### src/rtl/fetch_decode_skid.sv
// fetch_decode_skid: two-entry IF/ID skid buffer with registered ready and decode flush
module fetch_decode_skid #(
  parameter int          XLEN      = 32,
  parameter logic [31:0] NOP_INSTR = 32'h00000013
) (
  input  logic            clk,
  input  logic            rst,
  input  logic [31:0]     InstrF,
  input  logic [XLEN-1:0] PCF,
  input  logic [XLEN-1:0] PCPlus4F,
  input  logic            ValidF,
  output logic            ReadyF,
  output logic [31:0]     InstrD,
  output logic [XLEN-1:0] PCD,
  output logic [XLEN-1:0] PCPlus4D,
  output logic            ValidD,
  input  logic            ReadyD,
  input  logic            FlushD,
  output logic [1:0]      Count
);
  typedef enum logic [1:0] {EMPTY = 2'd0, ONE = 2'd1, FULL = 2'd2} state_t;
  state_t            state_q;
  logic [31:0]       instr_q, skid_instr_q;
  logic [XLEN-1:0]   pc_q, pc4_q, skid_pc_q, skid_pc4_q;
  logic              fire_in, fire_out;
  assign ValidD   = state_q != EMPTY;
  assign ReadyF   = state_q != FULL;
  assign Count    = state_q;
  assign InstrD   = instr_q;
  assign PCD      = pc_q;
  assign PCPlus4D = pc4_q;
  assign fire_in  = ValidF & ReadyF;
  assign fire_out = ValidD & ReadyD;
  // occupancy FSM moving entries fetch -> main/skid -> decode; flush wins over every other event
  always_ff @(posedge clk or negedge rst) begin
    if (!rst) begin
      state_q      <= EMPTY;
      instr_q      <= NOP_INSTR;
      pc_q         <= '0;
      pc4_q        <= '0;
      skid_instr_q <= NOP_INSTR;
      skid_pc_q    <= '0;
      skid_pc4_q   <= '0;
    end else if (FlushD) begin
      state_q      <= EMPTY;
      instr_q      <= NOP_INSTR;
      pc_q         <= '0;
      pc4_q        <= '0;
      skid_instr_q <= NOP_INSTR;
      skid_pc_q    <= '0;
      skid_pc4_q   <= '0;
    end else begin
      case (state_q)
        EMPTY: if (fire_in) begin
          state_q <= ONE;
          instr_q <= InstrF;
          pc_q    <= PCF;
          pc4_q   <= PCPlus4F;
        end
        ONE: if (fire_in && fire_out) begin
          instr_q <= InstrF;
          pc_q    <= PCF;
          pc4_q   <= PCPlus4F;
        end else if (fire_in) begin
          state_q      <= FULL;
          skid_instr_q <= InstrF;
          skid_pc_q    <= PCF;
          skid_pc4_q   <= PCPlus4F;
        end else if (fire_out) begin
          state_q <= EMPTY;
          instr_q <= NOP_INSTR;
          pc_q    <= '0;
          pc4_q   <= '0;
        end
        FULL: if (fire_out) begin
          state_q <= ONE;
          instr_q <= skid_instr_q;
          pc_q    <= skid_pc_q;
          pc4_q   <= skid_pc4_q;
        end
        default: state_q <= EMPTY;
      endcase
    end
  end
endmodule
### config.mk
export PLATFORM = sky130hd
export DESIGN_NAME = fetch_decode_skid
export DESIGN_NICKNAME = d
export VERILOG_FILES = /design/src/rtl/fetch_decode_skid.sv
export SDC_FILE = /design/constraint.sdc
export NUM_CORES = 1
export LEC_CHECK = 0
export BUFFER_PORTS_ARGS = -buffer_cell sky130_fd_sc_hd__buf_2
export CAP_MARGIN = 20
export CORE_MARGIN = 3
export CORE_UTILIZATION = 50
export DETAILED_ROUTE_END_ITERATION = 16
export GPL_TIMING_DRIVEN = 0
export PLACE_DENSITY = 0.73
export SYNTH_ARGS = -nofsm -noshare
export SYNTH_HDL_FRONTEND = slang
export SYNTH_SLANG_ARGS = --single-unit
### constraint.sdc
create_clock -name clk -period 2.22 [get_ports clk]
set_input_delay 0.111 -clock clk [delete_from_list [all_inputs] [get_ports clk]]
set_output_delay 0.111 -clock clk [all_outputs]
set_load 0.1 [all_outputs]
## Word level (Yosys, flattened, before mapping)

Cells that the tools add are included.

| storage, ports and cells | value |
|---|---|
| register bits after elaboration | 194 |
| bits of input ports | 101 |
| output and inout bits | 100 |
| logic and storage cells | 63 |

| operators by class | value |
|---|---|
| equality and inequality tests | 10 |
| multiplexer cells | 35 |
| bitwise logic cells | 2 |
| reduce and logical (&&, ||, !) cells | 9 |

Operator list:

| operator | count |
|---|---|
| $mux W32 | 25 |
| $pmux W32 S3 | 3 |
| $mux W2 | 6 |
| $ne A4 B4 Y1 const B | 3 |
| $ne A3 B3 Y1 const B | 3 |
| $pmux W2 S3 | 1 |
| $reduce_bool A2 Y1 | 3 |
| $reduce_and A5 Y1 | 1 |
| $ne A2 B2 Y1 const B | 2 |
| $reduce_and A4 Y1 | 1 |
| $reduce_bool A4 Y1 | 1 |
| $reduce_and A3 Y1 | 1 |
| $and A1 B1 Y1 | 2 |
| $eq A2 B1 Y1 const B | 1 |
| $eq A2 B2 Y1 const B | 1 |
| $logic_not A2 Y1 | 1 |
| $logic_and A1 B1 Y1 | 1 |

## Logic depth before layout (Yosys ltp)

| depth | value |
|---|---|
| depth after elaboration | 7 |
| mapped depth | 9 |

## Worst setup path after synthesis

OpenSTA, ideal clock, no wires.

| timing path | value |
|---|---|
| kind | register to register |
| start point | register state_q[0] (netlist: Count[0]) |
| end point | register pc_q[11] (netlist: PCD[11]) |
| arrival time | 3.289 ns |
| data required time | 2.092 ns |
| slack | -1.197 ns |
| stages on the path, launching flop included | 9 |
| path buffers | 2 |
| clock period less this slack | 3.417 ns |
| cells stage by stage | dfrtp_1 > inv_1 > ha_1 > inv_1 > o32ai_2 > a211oi_4 > buf_6 > buf_6 > mux2_1 |

| on the way | value |
|---|---|
| longest elaborated chain between the ends | 6 |

RTL lines:

| element | RTL line | RTL |
|---|---|---|
| from (decl) | 22 | `state_t state_q;` |
| from (signal assigned) | 37 | `state_q <= EMPTY;` |
| from (signal assigned) | 45 | `state_q <= EMPTY;` |
| from (signal assigned) | 55 | `state_q <= ONE;` |
| $ne A2 B2 Y1 * | 27 | `assign ReadyF = state_q != FULL;` |
| net ReadyF | 12 | `output logic ReadyF,` |
| $and A1 B1 Y1 * | 32 | `assign fire_in = ValidF & ReadyF;` |
| $logic_and A1 B1 Y1 | 60 | `ONE: if (fire_in && fire_out) begin` |
| $mux W32 | 60 |  |
| $pmux W32 S3 | 53 | `case (state_q)` |
| $mux W32 | 44 | `end else if (FlushD) begin` |
| to (signal assigned) | 78 | `pc_q <= skid_pc_q;` |
| to (decl) | 24 | `logic [XLEN-1:0] pc_q, pc4_q, skid_pc_q, skid_pc4_q;` |

The timed path passes the listed nets; every way through them passes the cells marked *.
A chain may end at the register's enable or synchronous reset.

## Worst setup path after layout

| timing path | value |
|---|---|
| start point | register state_q[1] (netlist: Count[1]) |
| end point | register pc_q[21] (netlist: PCD[21]) |

| on the way | value |
|---|---|
| longest elaborated chain between the ends | 6 |

RTL lines:

| element | RTL line |
|---|---|
| $ne A2 B2 Y1 / $reduce_bool A2 Y1 (equally long branches) | 27, 26 |
| $and A1 B1 Y1 (on tied branches) | 32, 33 |
| $logic_and A1 B1 Y1 | 60 |
| $mux W32 | 60 |
| $pmux W32 S3 | 53 |
| $mux W32 | 44 |

Several ways; a longest one is shown, not always the timed one.

==> flow_metrics.tcl <==
set metrics [dict create \
    timing.setup.tns_ps -21.1 \
    initial_core_util 0.513 \
    antenna_violations_before_repair 0 \
    placedInstanceArea_mm2 0.0111 \
    cts.sinks 194 \
    post_drt_wl_per_cell_um 19.5 \
    critical_path.reg2reg.startpoint "Count[1]" \
    grt_max_degree 111 \
    path_cells "ha_4, and2b_2, o32ai_4, a211oi_4, buf_6, buf_12, clkbuf_16, mux2_4" \
    design.die.area_mm2 0.0211 \
    grt_use_total 0.269 \
    worst_slack_ps -11.1 \
    setup.worst_path.start_class "register" \
    worst-setup-path-type "register to register" \
    finalHoldWorstSlack_ps 271 \
    hpwl_um 18100 \
    final_max_slew_viol_count 0 \
    timing.final.crit_period_ps 2230 \
    placement_rows 50 \
    highest_clock_frequency_the_design_can_meet_mhz 448 \
    tightestPinTransition_ps 762 \
    gp_congestion 0.851 \
    syn-cell-area_mm2 0.00969 \
    worstPathBufferInverterCount 3 \
    syn_to_final_growth_pct 36.6 \
    final_hold_viol_count 0 \
    rr_endpoint "PCD[21]" \
    worstSetupStartpoint "Count[1]" \
    crit_path_max_fanout 7 \
    crit_family "flip-flops" \
    ctsLongestPathBuffers 2 \
    utilization_of_the_core_after_routing 0.701 \
    multiInputGateArea_mm2 0.00458 \
    final.fill_count 1372 \
    clock_tree_from_tritoncts "built" \
    critical_path_depth 8 \
    worst_r2r_path_depth 8 \
    cpPeakStageDelay_ps 530 \
    setup_repair_after_global_routing_missed_its_margin "yes" \
    routed-via-count 8716 \
    layout-drive-gt1-share 0.342 \
    timing.clock.skew_ps 11.0 \
    critical_path.endpoint_type "register" \
    worst_hold_path_type "input port to asynchronous set/reset pin" \
    synth.lib_cells_used.distinct 35 \
    cts.htree.levels 4 \
    crit_required_ps 2540 \
    initialDrtViolationCount 571 \
    cpMaxStageDelayCell "dfrtp_4" \
    cts_inserted_buffers 17 \
    post_drt_via_cell_ratio 5.81 \
    maxSlewHeadroom 0.492 \
    synth_cells 896 \
    wire_length_of_the_first_global_routing_pass_um 46300 \
    violations "negative setup slack" \
    io_buffers 199 \
    seq_area_frac_synth 0.502 \
    overflow 0 \
    cap_violations 0 \
    synth_fp_nets 1001 \
    number_of_antenna_diodes 0 \
    yosys_warnings 0 \
    critPathArrivalTime_ps 2550 \
    clock_latency_ps 440 \
    drt_wl_total_um 29300 \
    number_of_synthesized_register_bits 194 \
    finalInstanceArea_mm2 0.0132 \
    core_region_area_mm2 0.0189 \
    synth.avg_cell_area_um2 10.8 \
    route.detailed.drc 0 \
    clkTransAtPathRegs_ps 70 \
    die_height_um 145 \
    detail_route.first_pass.iterations 5 \
    reg2reg_setup_slack_ps -10 \
    floorplan.io_pins 201 \
    footprint_of_the_flip_flops_and_latches_mm2 0.00487 \
    route.antenna.remaining_nets 0 \
    clock_tree_root_buffer_cell "clkbuf_16" \
    number_of_global_route_vias_before_repair 8751 \
    status "complete, but fails checks" \
    die_w_um 145 \
    most-common-layout-cells "buf_2 (223), dfrtp_1 (186), a21oi_1 (185)" \
    finalSetupViolCount 5 \
    fin_nets 1333 \
    layout_worst_path_cycle_share 1.00 \
    layout.cells.most_common "buf_2" \
]
[what timing repair did]
action / in CTS / in global routing
pin swaps: 2 / 3
hold endpoints to repair: 178 / 0
buffers inserted: 6 / 5
gates cloned: 0 / 5
hold buffers: 97 / 0
resized for setup: 40 / 66
endpoints found under the setup margin: 178 / 184
[per-layer routing]
metal / part of all wire / up-vias / GRT usage
li1: - / 3995 / -
met1: 0.43 / 4293 / 0.371
met2: 0.49 / 380 / 0.437
met3: 0.060 / 48 / 0.0443
met4: 0.018 / 0 / 0.0888
met5: 0 / - / 0
[area by class of cell]
cell class	instances	area share
Sequential cell	194	0.368
Multi-Input combinational cell	605	0.346
Timing Repair Buffer	313	0.167
Buffer	93	0.0458
Clock buffer	22	0.0358
Tap cell	260	0.0246
Clock inverter	10	0.0111
Inverter	4	0.00161
[synth_stat cells]
cell type  count  area share
inv_1          4      0.0015
nand4_1       93       0.060
buf_4          5      0.0039
nor2b_2        1     0.00090
clkbuf_1      52       0.020
nand2b_1       5      0.0032
buf_6          4      0.0046
buf_1          2     0.00078
nor2_1         1     0.00039
o32ai_2        1      0.0017
nand4bb_1      1      0.0012
a211oi_4       1      0.0021
mux2_1        34       0.040
buf_8          1      0.0015
nor3b_1        1     0.00078
o22a_1         3      0.0027
nand2_1        3      0.0012
a31o_2         1     0.00090
a22o_1        93       0.084
ha_1           4      0.0052
mux2_4         6      0.0093
o21bai_1       3      0.0023
dfrtp_1      188        0.49
nor4_1         2      0.0013
and2b_1        7      0.0054
dfstp_2        6       0.016
a31oi_1        1     0.00065
a21oi_1      188       0.097
nor3_1         4      0.0021
mux2_2        58       0.067
and2_1         4      0.0026
buf_2         27       0.014
o22ai_1        3      0.0019
nor2b_1       87       0.056
clkbuf_4       2      0.0015
[worst max path at each step]
| stage | endpoint | slack [ps] |
|---|---|---|
| global placement | Count[1] | -2890 |
| detailed placement | PCD[27] | -490 |
| floorplan | PCD[0] | -380 |
| CTS | InstrD[16] | 0.7 |
| global route | PCD[3] | -50 |
| finish | PCD[21] | -10 |
[kinds of logic (layout without fill, tap and decap cells)]
kind of cell | Yosys count | count (layout) | synth area share
compound gates | 294 | 294 | 0.193
simple gates | 209 | 209 | 0.135
flops | 194 | 194 | 0.502
mux | 98 | 98 | 0.116
buf+inv | 97 | 442 | 0.0480
fa+ha+maj | 4 | 4 | 0.00517
[flip-flops by register name, indices dropped and copies added, names as in the netlist]
register / count
Count: 2
PCD: 32
PCPlus4D: 32
skid_pc4_q: 32
skid_pc_q: 32
InstrD: 32
skid_instr_q: 32
[stage by stage]
stage | std cells | worst slack (ps)
2_1_floorplan | 896 | -382
3_3_place_gp | 1355 | -2890
3_5_place_dp | 1356 | -491
4_1_cts | 1491 | 0.739
5_1_grt | 1501 | -48.3
6_report | 1501 | -11.1
Power is not shown: default switching activity piles up to over one toggle a cycle in this logic, so the estimate is an artifact.
